[config.mk]
export PLATFORM = sky130hd
export DESIGN_NAME = alu_seq
export DESIGN_NICKNAME = d
export VERILOG_FILES = /design/src/rtl/alu_pkg.sv /design/src/rtl/bcd_digit.sv /design/src/rtl/alu_seq.sv
export SDC_FILE = /design/constraint.sdc
export NUM_CORES = 1
export LEC_CHECK = 0
export ABC_CLOCK_PERIOD_IN_PS = 3500
export BUFFER_PORTS_ARGS = -buffer_cell sky130_fd_sc_hd__buf_2
export CORE_MARGIN = 2
export CORE_UTILIZATION = 40
export CTS_CLUSTER_DIAMETER = 100
export DETAILED_ROUTE_END_ITERATION = 6
export GPL_ROUTABILITY_DRIVEN = 1
export MAX_ROUTING_LAYER = met4
export PLACE_DENSITY = 0.61
export SYNTH_ARGS = -nofsm -noshare
export SYNTH_HDL_FRONTEND = slang
export SYNTH_SLANG_ARGS = --single-unit
[constraint.sdc]
create_clock -name clk -period 3.5 [get_ports clk]
set_input_delay 0.175 -clock clk [delete_from_list [all_inputs] [get_ports clk]]
set_output_delay 0.175 -clock clk [all_outputs]
set_load 0.1 [all_outputs]
[src/rtl/alu_pkg.sv]
// Shared ALU definitions: opcodes, status flag bit positions, FSM encodings.
// Imported by the ALU, the decoder and the status register.
package alu_pkg;

  localparam logic [2:0] OP_ADD  = 3'd0;
  localparam logic [2:0] OP_SUB  = 3'd1;
  localparam logic [2:0] OP_AND  = 3'd2;
  localparam logic [2:0] OP_OR   = 3'd3;
  localparam logic [2:0] OP_XOR  = 3'd4;
  localparam logic [2:0] OP_SR   = 3'd5;
  localparam logic [2:0] OP_SL   = 3'd6;
  localparam logic [2:0] OP_PASS = 3'd7;

  localparam int NEG   = 3;
  localparam int OVF   = 2;
  localparam int ZERO  = 1;
  localparam int CARRY = 0;

  localparam logic [1:0] IDLE = 2'd0;
  localparam logic [1:0] DEC  = 2'd1;
  localparam logic [1:0] DONE = 2'd2;

endpackage

[src/rtl/bcd_digit.sv]
// One BCD digit of add or subtract with decimal adjust.
// Non-decimal inputs still give a fixed, deterministic digit.
module bcd_digit (
  input  logic [3:0] a,
  input  logic [3:0] b,
  input  logic       carry_in,
  input  logic       sub,
  output logic [3:0] digit,
  output logic       carry_out
);

  logic [4:0] s;
  logic [5:0] d;

  always_comb begin
    s = {1'b0, a} + {1'b0, b} + {4'b0, carry_in};
    // 6-bit signed difference; bit 5 set means a borrow
    d = {2'b0, a} - {2'b0, b} - {5'b0, ~carry_in};
    digit     = s[3:0];
    carry_out = 1'b0;
    if (sub) begin
      carry_out = ~d[5];
      digit     = d[5] ? d[3:0] - 4'd6 : d[3:0];
    end else if (s > 5'd9) begin
      digit     = s[3:0] + 4'd6;
      carry_out = 1'b1;
    end
  end

endmodule

[src/rtl/alu_seq.sv]
// Handshaked 6502-style ALU: binary ops in one cycle,
// BCD add/sub one digit per cycle through a shared bcd_digit.
module alu_seq
  import alu_pkg::*;
#(
  parameter int WIDTH  = 8,
  parameter bit BCD_EN = 1'b1
) (
  input  logic             clk,
  input  logic             rst,
  input  logic             in_valid,
  output logic             in_ready,
  input  logic [2:0]       op,
  input  logic [WIDTH-1:0] a,
  input  logic [WIDTH-1:0] b,
  input  logic             carry_in,
  input  logic             bcd,
  output logic             out_valid,
  input  logic             out_ready,
  output logic [WIDTH-1:0] y,
  output logic [3:0]       flags,
  output logic [3:0]       flag_we
);

  localparam int ND = WIDTH / 4;
  localparam int KW = (ND > 1) ? $clog2(ND) : 1;
  localparam int M  = WIDTH - 1;

  logic [1:0]       state;
  logic [WIDTH-1:0] a_r, b_r;
  logic             c_r, sub_r, v_r;
  logic [KW-1:0]    k;

  logic [WIDTH-1:0] bo, y_bin, y_dec;
  logic [WIDTH:0]   sum;
  logic [3:0]       f_bin, we_bin;
  logic             go_dec, k_last;
  logic [3:0]       dig;
  logic             dcout;

  assign in_ready  = (state == IDLE);
  assign out_valid = (state == DONE);

  always_comb begin
    bo     = (op == OP_SUB) ? ~b : b;
    sum    = {1'b0, a} + {1'b0, bo} + {{WIDTH{1'b0}}, carry_in};
    y_bin  = a;
    f_bin  = 4'b0;
    we_bin = 4'b1010;
    unique case (1'b1)
      (op == OP_ADD), (op == OP_SUB): begin
        y_bin        = sum[M:0];
        f_bin[CARRY] = sum[WIDTH];
        f_bin[OVF]   = (a[M] == bo[M]) && (sum[M] != a[M]);
        we_bin       = 4'b1111;
      end
      (op == OP_AND): y_bin = a & b;
      (op == OP_OR):  y_bin = a | b;
      (op == OP_XOR): y_bin = a ^ b;
      (op == OP_SR): begin
        y_bin        = {carry_in, a[M:1]};
        f_bin[CARRY] = a[0];
        we_bin       = 4'b1011;
      end
      (op == OP_SL): begin
        y_bin        = {a[M-1:0], carry_in};
        f_bin[CARRY] = a[M];
        we_bin       = 4'b1011;
      end
      default: y_bin = a;
    endcase
    f_bin[NEG]  = y_bin[M];
    f_bin[ZERO] = (y_bin == '0);
  end

  assign go_dec = BCD_EN && bcd && ((op == OP_ADD) || (op == OP_SUB));
  assign k_last = (k == KW'(ND - 1));

  bcd_digit u_digit (
    .a         (a_r[3:0]),
    .b         (b_r[3:0]),
    .carry_in  (c_r),
    .sub       (sub_r),
    .digit     (dig),
    .carry_out (dcout)
  );

  // digits shift in from the top, so y is complete after the last one
  assign y_dec = (y >> 4) | (WIDTH'(dig) << (WIDTH - 4));

  always_ff @(posedge clk) begin
    if (rst) begin
      state   <= IDLE;
      y       <= '0;
      flags   <= 4'b0;
      flag_we <= 4'b0;
      a_r     <= '0;
      b_r     <= '0;
      c_r     <= 1'b0;
      sub_r   <= 1'b0;
      v_r     <= 1'b0;
      k       <= '0;
    end else begin
      case (state)
        IDLE: begin
          if (in_valid) begin
            if (go_dec) begin
              a_r   <= a;
              b_r   <= b;
              c_r   <= carry_in;
              sub_r <= (op == OP_SUB);
              v_r   <= f_bin[OVF];
              k     <= '0;
              state <= DEC;
            end else begin
              y       <= y_bin;
              flags   <= f_bin;
              flag_we <= we_bin;
              state   <= DONE;
            end
          end
        end
        DEC: begin
          a_r <= a_r >> 4;
          b_r <= b_r >> 4;
          c_r <= dcout;
          y   <= y_dec;
          k   <= k + KW'(1);
          if (k_last) begin
            flags   <= {y_dec[M], v_r, (y_dec == '0), dcout};
            flag_we <= 4'b1111;
            state   <= DONE;
          end
        end
        DONE: begin
          if (out_ready) state <= IDLE;
        end
        default: state <= IDLE;
      endcase
    end
  end

endmodule

==> impl_metrics.toml, run 1 <==
[status]
status = "finished, final reports clean"

[placed_design]
dp_cells = 569
place_congestion = 0.886
port_buffers = 42
place_hpwl_um = 7030

[min_path]
hold_class = "in -> reg"
hold_start = "in_valid"
hold_depth = 2
min_to = "flag_we[2]$_SDFFE_PP0P_"

[clocking]
htreeDepth = 2
clkSinkCount = 37
clk-insertion-delay-late_ns = 0.30
cts_buffers = 5
cts_resized = 0
root_buffer = "clkbuf_8"
clk_pin_slew_worst_paths_ns = 0.09
ctsLongestPathBuffers = 2
post_cts_buffers = 0
cts_hold_buf = 0
cts_tree = "done"

[die]
io_pins = 43
coreArea_sq_um = 8300
start_util_pct = 41.8
die_w_um = 97.1
die_y_um = 97.1
die_area_sq_um = 9430
fp-row-count = 33

[drt]
dr.pass1.iters = 4
route.detailed.drc = 0
wire_per_inst_um = 15.9
dr.first_iter.drc_count = 186
vias_per_cell = 5.59
drtAntennaViolNets = 0
dr_total_vias = 3225
routed_wl_um = 9190

[critical_path]
crit_fanout = 3
critical_path_required_ns = 3.69
slowest_delay_ns = 0.52
r2r-end = "y[7]$_SDFFE_PP0P_"
reg2reg_depth = 13
cp_cell_sequence = "ha_1, inv_1, fa_1, inv_1, ha_1, xor2_1, ha_1, a211oi_1, xnor2_1, mux2i_1, mux2i_1, nor2_1, o31a_1"
crit_type = "reg -> reg"
endpoint_kind = "flop"
arrival_ns = 3.30
start_kind = "flop"
slowest_stage = "fa_1"
r2r_slack_ns = 0.40
r2r-start = "b_r[0]$_SDFFE_PP0P_"
worst_path_most_repeated_cell = "ha_1"

[global_routing]
grt_overflow = 0
track_usage_pct = 20.1
grt_pass1_vias = 2986
antenna_found_initial = 0
grt_start_max_net_pins = 41
grt_pass1_wl_um = 15200

[sta]
period_needed_ns = 3.10
period_share_pct = 88.7
tightest_slew_ns = 0.757
drv_slew = 0
hold_viol_final = 0
fmax_mhz = 322
fin_skew_ns = 0.0107
finalSetupTns_ns = 0
rsz0062_at_grt = "false"
slew_headroom_pct = 49.6
setup_viol = 0

[synth]
synthDistinctLibCells = 57
synth_area_per_cell_sq_um = 7.83
syn-num-nets = 507
yosysTopAreaCell = "dfxtp_1"
synthCells = 443
yosys_warnings = 0
syn_area_sq_um = 3470
synthFlopType = "dfxtp_1"
ys_seq_area_share_pct = 21.4
async_reset_ff_share_pct = 0
synth_edf_count = 0
yosysTopAreaCellShare_pct = 21.4
synth-seq-cells = 37
yosys-top-cells-area = "dfxtp_1 21%, ha_1 12%, nor2_1 5.4%, nand2_1 5.3%, a21oi_1 3.8%"

[finish]
layout_common_cells = "50 x nor2_1, 49 x nand2_1, 42 x buf_2"
drive_gt1_share_pct = 16.3
finalNetCount = 535
syn_to_final_growth_pct = 11.9
final_common_cell = "nor2_1"
antennaDiodeCount = 0
instances_no_fill = 577
fin_util_pct = 46.8

[power_and_ir_drop]
vdd_ir_drop_max_uv = 276
power.density_nw_per_um2 = 407
p_leak_uw = 0.00165

[job]
drv_cap = 0
[layer usage]
metal | up-vias | wire length [um] | GRT usage (%)
met5 | - | 0 | -
met4 | 0 | 133 | 4.55
li1 | 1607 | - | -
met1 | 1533 | 4530 | 27.5
met3 | 13 | 347 | 2.59
met2 | 72 | 4180 | 31.8
[worst max-delay path: cells and delay by family (launching register included)]
kind / cells / cell delay, ns
mux: 2 / 0.34
buf+inv: 2 / 0.13
simple gates: 1 / 0.09
flops: 1 / 0.39
compound gates: 2 / 0.57
xor+xnor: 2 / 0.34
fa+ha+maj: 4 / 1.17
[cells by family after synthesis]
group	synth area share, %
multiplexers	8.26
adder cells (fa/ha/maj)	15.2
AND/OR/NAND/NOR	23.0
buffers and inverters	7.40
XOR/XNOR	5.05
AO/OA/AOI/OAI	19.8
flip-flops	21.4
[cell usage after synthesis, types with 5 or more instances]
library cell and instances:
a211oi_1 10, a21oi_1 26, a311oi_1 12, buf_2 7, clkbuf_1 20, dfxtp_1 37, fa_1 5, ha_1 34
inv_1 33, mux2_2 6, mux2i_1 11, nand2_1 49, nand2b_1 9, nand3_1 13, nand3b_1 11, nor2_1 50
nor2b_1 8, nor3_1 6, o211ai_1 8, o21ai_0 8, xnor2_1 14, xor2_1 6
[how the worst max path moves through the flow]
stage,start,endpoint,cells after the start
global placement,op[2],flags[1]$_SDFFE_PP0P_,14
floorplan,op[0],flags[1]$_SDFFE_PP0P_,16
detailed placement,op[2],flags[1]$_SDFFE_PP0P_,14
global route,b_r[0]$_SDFFE_PP0P_,y[7]$_SDFFE_PP0P_,13
finish,b_r[0]$_SDFFE_PP0P_,y[7]$_SDFFE_PP0P_,13
CTS,b_r[0]$_SDFFE_PP0P_,y[7]$_SDFFE_PP0P_,13
[per-stage QoR]
step / total power [uW] / area [sq um] / hold WS [ns] / worst slack, ns
3_3_place_gp: 1120 / 3740 / 0.430 / 0.402
6_report: 1580 / 3880 / 0.120 / 0.395
4_1_cts: 1590 / 3880 / 0.110 / 0.364
3_5_place_dp: 1130 / 3740 / 0.442 / 0.339
5_1_grt: 1670 / 3880 / 0.133 / 0.201
2_1_floorplan: 992 / 3470 / 0.284 / 0.0616
[final cells by class]
class                   count  area [sq um]
fillers                   840          4420
multi-input cells         343          2470
flip-flops and latches     37           741
repair buffers             51           278
well taps                 105           131
inverters                  33           124
clock buffers               5          68.8
clock inverters             3          68.8
[state kept, by name, summed over array words and instances (netlist names)]
| name | flops |
|---|---|
| sub_r | 1 |
| k | 1 |
| b_r | 8 |
| v_r | 1 |
| c_r | 1 |
| flag_we | 3 |
| state | 2 |
| a_r | 8 |
| y | 8 |
| flags | 4 |
[where the power goes]
group | total (uW) | internal (uW) | leakage (uW) | switching (uW)
logic | 652 | 224 | 0.00128 | 428
clock network | 457 | 287 | 0.0000687 | 170
registers | 472 | 449 | 0.000302 | 23.4
Note: power is estimated with default switching activity, not from simulation.
==> run 2, diff against run 1 <==
--- a/config.mk
+++ b/config.mk
@@ -13,7 +13,7 @@
 export DETAILED_ROUTE_END_ITERATION = 6
 export GPL_ROUTABILITY_DRIVEN = 1
 export MAX_ROUTING_LAYER = met4
-export PLACE_DENSITY = 0.61
+export PLACE_DENSITY = 0.66
 export SYNTH_ARGS = -nofsm -noshare
 export SYNTH_HDL_FRONTEND = slang
 export SYNTH_SLANG_ARGS = --single-unit
==> run 2 against run 1 <==
  * Critical path depth unchanged
  * Utilization down 0.71 points
  * First-iteration DRC count down 26%
  * Final cell count down 0.35%
  * Sequential power about the same
  * Fmax up 0.83%
  * Cell area down 1.5%
  * Largest cell class unchanged
  * Highest routed layer unchanged
==> impl_metrics.toml, run 2 (synthesis results as in run 1) <==
[clocking]
clk_pin_slew_worst_paths_ns = 0.08
cts_hold_buf = 0
root_buffer = "clkbuf_8"
cts_resized = 0
clk-insertion-delay-late_ns = 0.28
htreeDepth = 2
post_cts_buffers = 0
ctsLongestPathBuffers = 2
cts_buffers = 5
clkSinkCount = 37
cts_tree = "done"

[die]
die_y_um = 97.1
die_area_sq_um = 9430
start_util_pct = 41.8
io_pins = 43
fp-row-count = 33
die_w_um = 97.1
coreArea_sq_um = 8300

[critical_path]
crit_fanout = 3
startpoint = "b_r[0]$_SDFFE_PP0P_"
r2r-start = "b_r[0]$_SDFFE_PP0P_"
endpoint_kind = "flop"
critical_path_required_ns = 3.68
crit_type = "reg -> reg"
arrival_ns = 3.26
start_kind = "flop"

[global_routing]
grt_overflow = 0
antenna_found_initial = 0
grt_start_max_net_pins = 41
grt_pass1_wl_um = 15200
track_usage_pct = 19.8
grt_pass1_vias = 3102

[finish]
reg.largest.list = "a_r: 8 flops, b_r: 8 flops, y: 8 flops"
finalInstanceArea_sq_um = 3820
drive_gt1_share_pct = 15.7
finalNetCount = 534
layout_common_cells = "50 x nor2_1, 49 x nand2_1, 42 x buf_2"
antennaDiodeCount = 0
fillers = 869
syn_to_final_growth_pct = 10.2
final_common_cell = "nor2_1"

[sta]
drv_slew = 0
finalSetupTns_ns = 0
tightest_slew_ns = 0.724
period_share_pct = 88.0
hold_viol_final = 0
slew_headroom_pct = 51.7
rsz0062_at_grt = "false"
setup_viol = 0
fmax_mhz = 325
fin_skew_ns = 0.00677
period_needed_ns = 3.08

[drt]
routed_wl_um = 8830
dr_total_vias = 3170
vias_per_cell = 5.51
wire_per_inst_um = 15.4
drtAntennaViolNets = 0
dr.first_iter.drc_count = 138
dr.pass1.iters = 4
route.detailed.drc = 0

[min_path]
hold_class = "in -> reg"
hold_start = "in_valid"

[placed_design]
port_buffers = 42
place_area_sq_um = 3740
place_congestion = 0.908
place_hpwl_um = 6960

[status]
status = "finished, final reports clean"

[power_and_ir_drop]
p_leak_uw = 0.00162
power.density_nw_per_um2 = 373
vdd_ir_drop_max_uv = 128

[job]
drv_cap = 0
## run 2: cell count changes in the layout (fill, tap and decap cells not counted)
| cell | change |
|---|---|
| buf_4 | -1 |
| bufinv_16 | -2 |
| clkbuf_1 | +1 |
| clkbuf_8 | +1 |
| inv_6 | -1 |
## run 2: final timing paths
kind,end,slack (ns),cells after the start
worst max-delay path,y[7]$_SDFFE_PP0P_,0.42,13
worst min-delay path,flag_we[2]$_SDFFE_PP0P_,0.15,2
worst max register to register,y[7]$_SDFFE_PP0P_,0.42,13
worst min register to register,a_r[6]$_SDFFE_PP0P_,0.45,2
## run 2: per-stage QoR
| stage | setup WS (ns) | utilization [%] | power, uW | hold slack [ns] | cells |
|---|---|---|---|---|---|
| floorplan | 0.0616 | - | 992 | 0.284 | 443 |
| global placement | 0.400 | 45.0 | 1110 | 0.430 | 568 |
| CTS | 0.432 | 46.1 | 1430 | 0.131 | 575 |
| global route | 0.274 | 46.1 | 1520 | 0.141 | 575 |
| finish | 0.421 | 46.1 | 1430 | 0.146 | 575 |
| detailed placement | 0.326 | 45.0 | 1130 | 0.445 | 568 |
## run 2: power by group
| part | internal (uW) | switching [uW] | total (uW) |
|---|---|---|---|
| logic | 222 | 427 | 650 |
| clock network | 157 | 151 | 307 |
| registers | 449 | 22.2 | 471 |
| total | 828 | 600 | 1430 |
## run 2: critical path: stages, from the launching register on
cell	delay (ns)
dfxtp_1	0.38
ha_1	0.19
inv_1	0.05
fa_1	0.52
inv_1	0.07
ha_1	0.20
xor2_1	0.17
ha_1	0.23
a211oi_1	0.32
xnor2_1	0.17
mux2i_1	0.10
mux2i_1	0.23
nor2_1	0.09
o31a_1	0.25
## run 2: area by class of cell
class / instances / area (sq um) / share of cell area (%)
Multi-Input combinational cell: 343 / 2470 / 64.6
Sequential cell: 37 / 741 / 19.4
Timing Repair Buffer: 50 / 270 / 7.07
Tap cell: 105 / 131 / 3.44
Inverter: 33 / 124 / 3.24
Clock buffer: 7 / 86.3 / 2.26
## run 2: metal layers
layer	global-route usage, %	up-vias	share of wire, %
met5	-	-	0
met4	3.36	0	0.43
met3	2.45	2	6.6
met2	31.6	89	46
met1	27.6	1471	47
li1	-	1608	-
==> run 3, diff against run 2 <==
--- a/config.mk
+++ b/config.mk
@@ -14,6 +14,7 @@
 export GPL_ROUTABILITY_DRIVEN = 1
 export MAX_ROUTING_LAYER = met4
 export PLACE_DENSITY = 0.66
+export RECOVER_POWER = 25
 export SYNTH_ARGS = -nofsm -noshare
 export SYNTH_HDL_FRONTEND = slang
 export SYNTH_SLANG_ARGS = --single-unit
==> run 3 against run 2 <==
  * Sequential power about the same
  * Setup slack improved by 0.010 ns
  * Sequential share of layout area grew 0.076 points
  * Highest routed layer unchanged
  * Critical endpoint unchanged
  * Via count is essentially flat
  * Flip-flop and latch count unchanged
  * Cell area fell by 0.39%
==> impl_metrics.toml, run 3 (synthesis results as in run 1) <==
[status]
status = "finished, final reports clean"

[critical_path]
critical_path_required_ns = 3.68
r2r_slack_ns = 0.43
crit_type = "reg -> reg"
reg2reg_depth = 13
start_kind = "flop"
crit_fanout = 3
endpoint_kind = "flop"
arrival_ns = 3.25

[global_routing]
grt_pass1_wl_um = 15200
antenna_found_initial = 0
track_usage_pct = 19.8
grt_start_max_net_pins = 41
grt_overflow = 0
grt_pass1_vias = 3102

[sta]
setup_viol = 0
tightest_slew_ns = 1.18
hold_viol_final = 0
period_share_pct = 87.7
drv_slew = 0
finalSetupTns_ns = 0
period_needed_ns = 3.07
fin_skew_ns = 0.00664
rsz0062_at_grt = "false"
fmax_mhz = 326
slew_headroom_pct = 21.7

[min_path]
hold_class = "in -> reg"
hold_depth = 2

[clocking]
clk-insertion-delay-late_ns = 0.28
clkSinkCount = 37
htreeDepth = 2
ctsLongestPathBuffers = 2
post_cts_buffers = 0
cts_tree = "done"
clk_pin_slew_worst_paths_ns = 0.08
cts_resized = 0
cts_hold_buf = 0
cts_buffers = 5
root_buffer = "clkbuf_8"

[die]
die_y_um = 97.1
io_pins = 43
start_util_pct = 41.8
fp-row-count = 33
coreArea_sq_um = 8300
die_area_sq_um = 9430
die_w_um = 97.1

[drt]
wire_per_inst_um = 15.3
dr.first_iter.drc_count = 175
drtAntennaViolNets = 0
vias_per_cell = 5.51
routed_wl_um = 8810
dr.pass1.iters = 4
route.detailed.drc = 0
dr_total_vias = 3168

[finish]
layout_common_cells = "50 x nor2_1, 49 x nand2_1, 37 x dfxtp_1"
drive_gt1_share_pct = 13.2
reg.largest.list = "a_r: 8 flops, b_r: 8 flops, y: 8 flops"
syn_to_final_growth_pct = 9.81
instances_no_fill = 575
register_area_sq_um = 741
multi_input_area_sq_um = 2470
final_common_cell = "nor2_1"
finalNetCount = 534
fillers = 874
antennaDiodeCount = 0

[placed_design]
port_buffers = 42
place_congestion = 0.908
dp_cells = 568
place_hpwl_um = 6960

[power_and_ir_drop]
vdd_ir_drop_max_uv = 128
power.density_nw_per_um2 = 374
p_leak_uw = 0.00158

[job]
drv_cap = 0
[run 3: cell count changes in the layout (fill, tap and decap cells not counted), sizes merged]
cell and delta:
buf -12, clkbuf +12
[run 3: power by group]
| part | switching, uW | internal (uW) |
|---|---|---|
| Sequential | 22.8 | 449 |
| Clock | 149 | 157 |
| Combinational | 427 | 219 |
| Total | 599 | 824 |
[run 3: through the flow]
| stage | power, uW | hold slack [ns] | utilization [%] | instance area, sq um | worst slack (ns) |
|---|---|---|---|---|---|
| 4_1_cts | 1430 | 0.131 | 46.1 | 3820 | 0.432 |
| 2_1_floorplan | 992 | 0.284 | - | 3470 | 0.0616 |
| 3_3_place_gp | 1110 | 0.430 | 45.0 | 3740 | 0.400 |
| 3_5_place_dp | 1130 | 0.445 | 45.0 | 3740 | 0.326 |
| 5_1_grt | 1520 | 0.141 | 45.9 | 3810 | 0.274 |
| 6_report | 1420 | 0.145 | 45.9 | 3810 | 0.431 |
[run 3: path summary, 6_finish.rpt]
kind                  startpoint                       to
max          b_r[0]$_SDFFE_PP0P_        y[7]$_SDFFE_PP0P_
max reg2reg  b_r[0]$_SDFFE_PP0P_        y[7]$_SDFFE_PP0P_
min reg2reg  a_r[6]$_SDFFE_PP0P_      a_r[6]$_SDFFE_PP0P_
min                     in_valid  flag_we[2]$_SDFFE_PP0P_
[run 3: area by class of cell]
cell class / instances / share of cell area [%]
flip-flops and latches: 37 / 19.4
multi-input cells: 343 / 64.9
well taps: 105 / 3.45
inverters: 33 / 3.25
repair buffers: 50 / 6.70
clock buffers: 7 / 2.27
[run 3: metal layers]
layer / global-route usage [%] / wire, um / up-vias
met3: 2.45 / 517 / 4
met1: 27.6 / 4160 / 1465
met5: - / 0 / -
met2: 31.6 / 4050 / 90
met4: 3.36 / 81 / 0
li1: - / - / 1609
[run 3: worst max-delay path: stages (launching register included)]
cell and delay, ns:
dfxtp_1 0.38, ha_1 0.19, inv_1 0.05, fa_1 0.52, inv_1 0.07, ha_1 0.20, xor2_1 0.17, ha_1 0.23
a211oi_1 0.32, xnor2_1 0.17, mux2i_1 0.11, mux2i_1 0.22, nor2_1 0.09, o31a_1 0.25
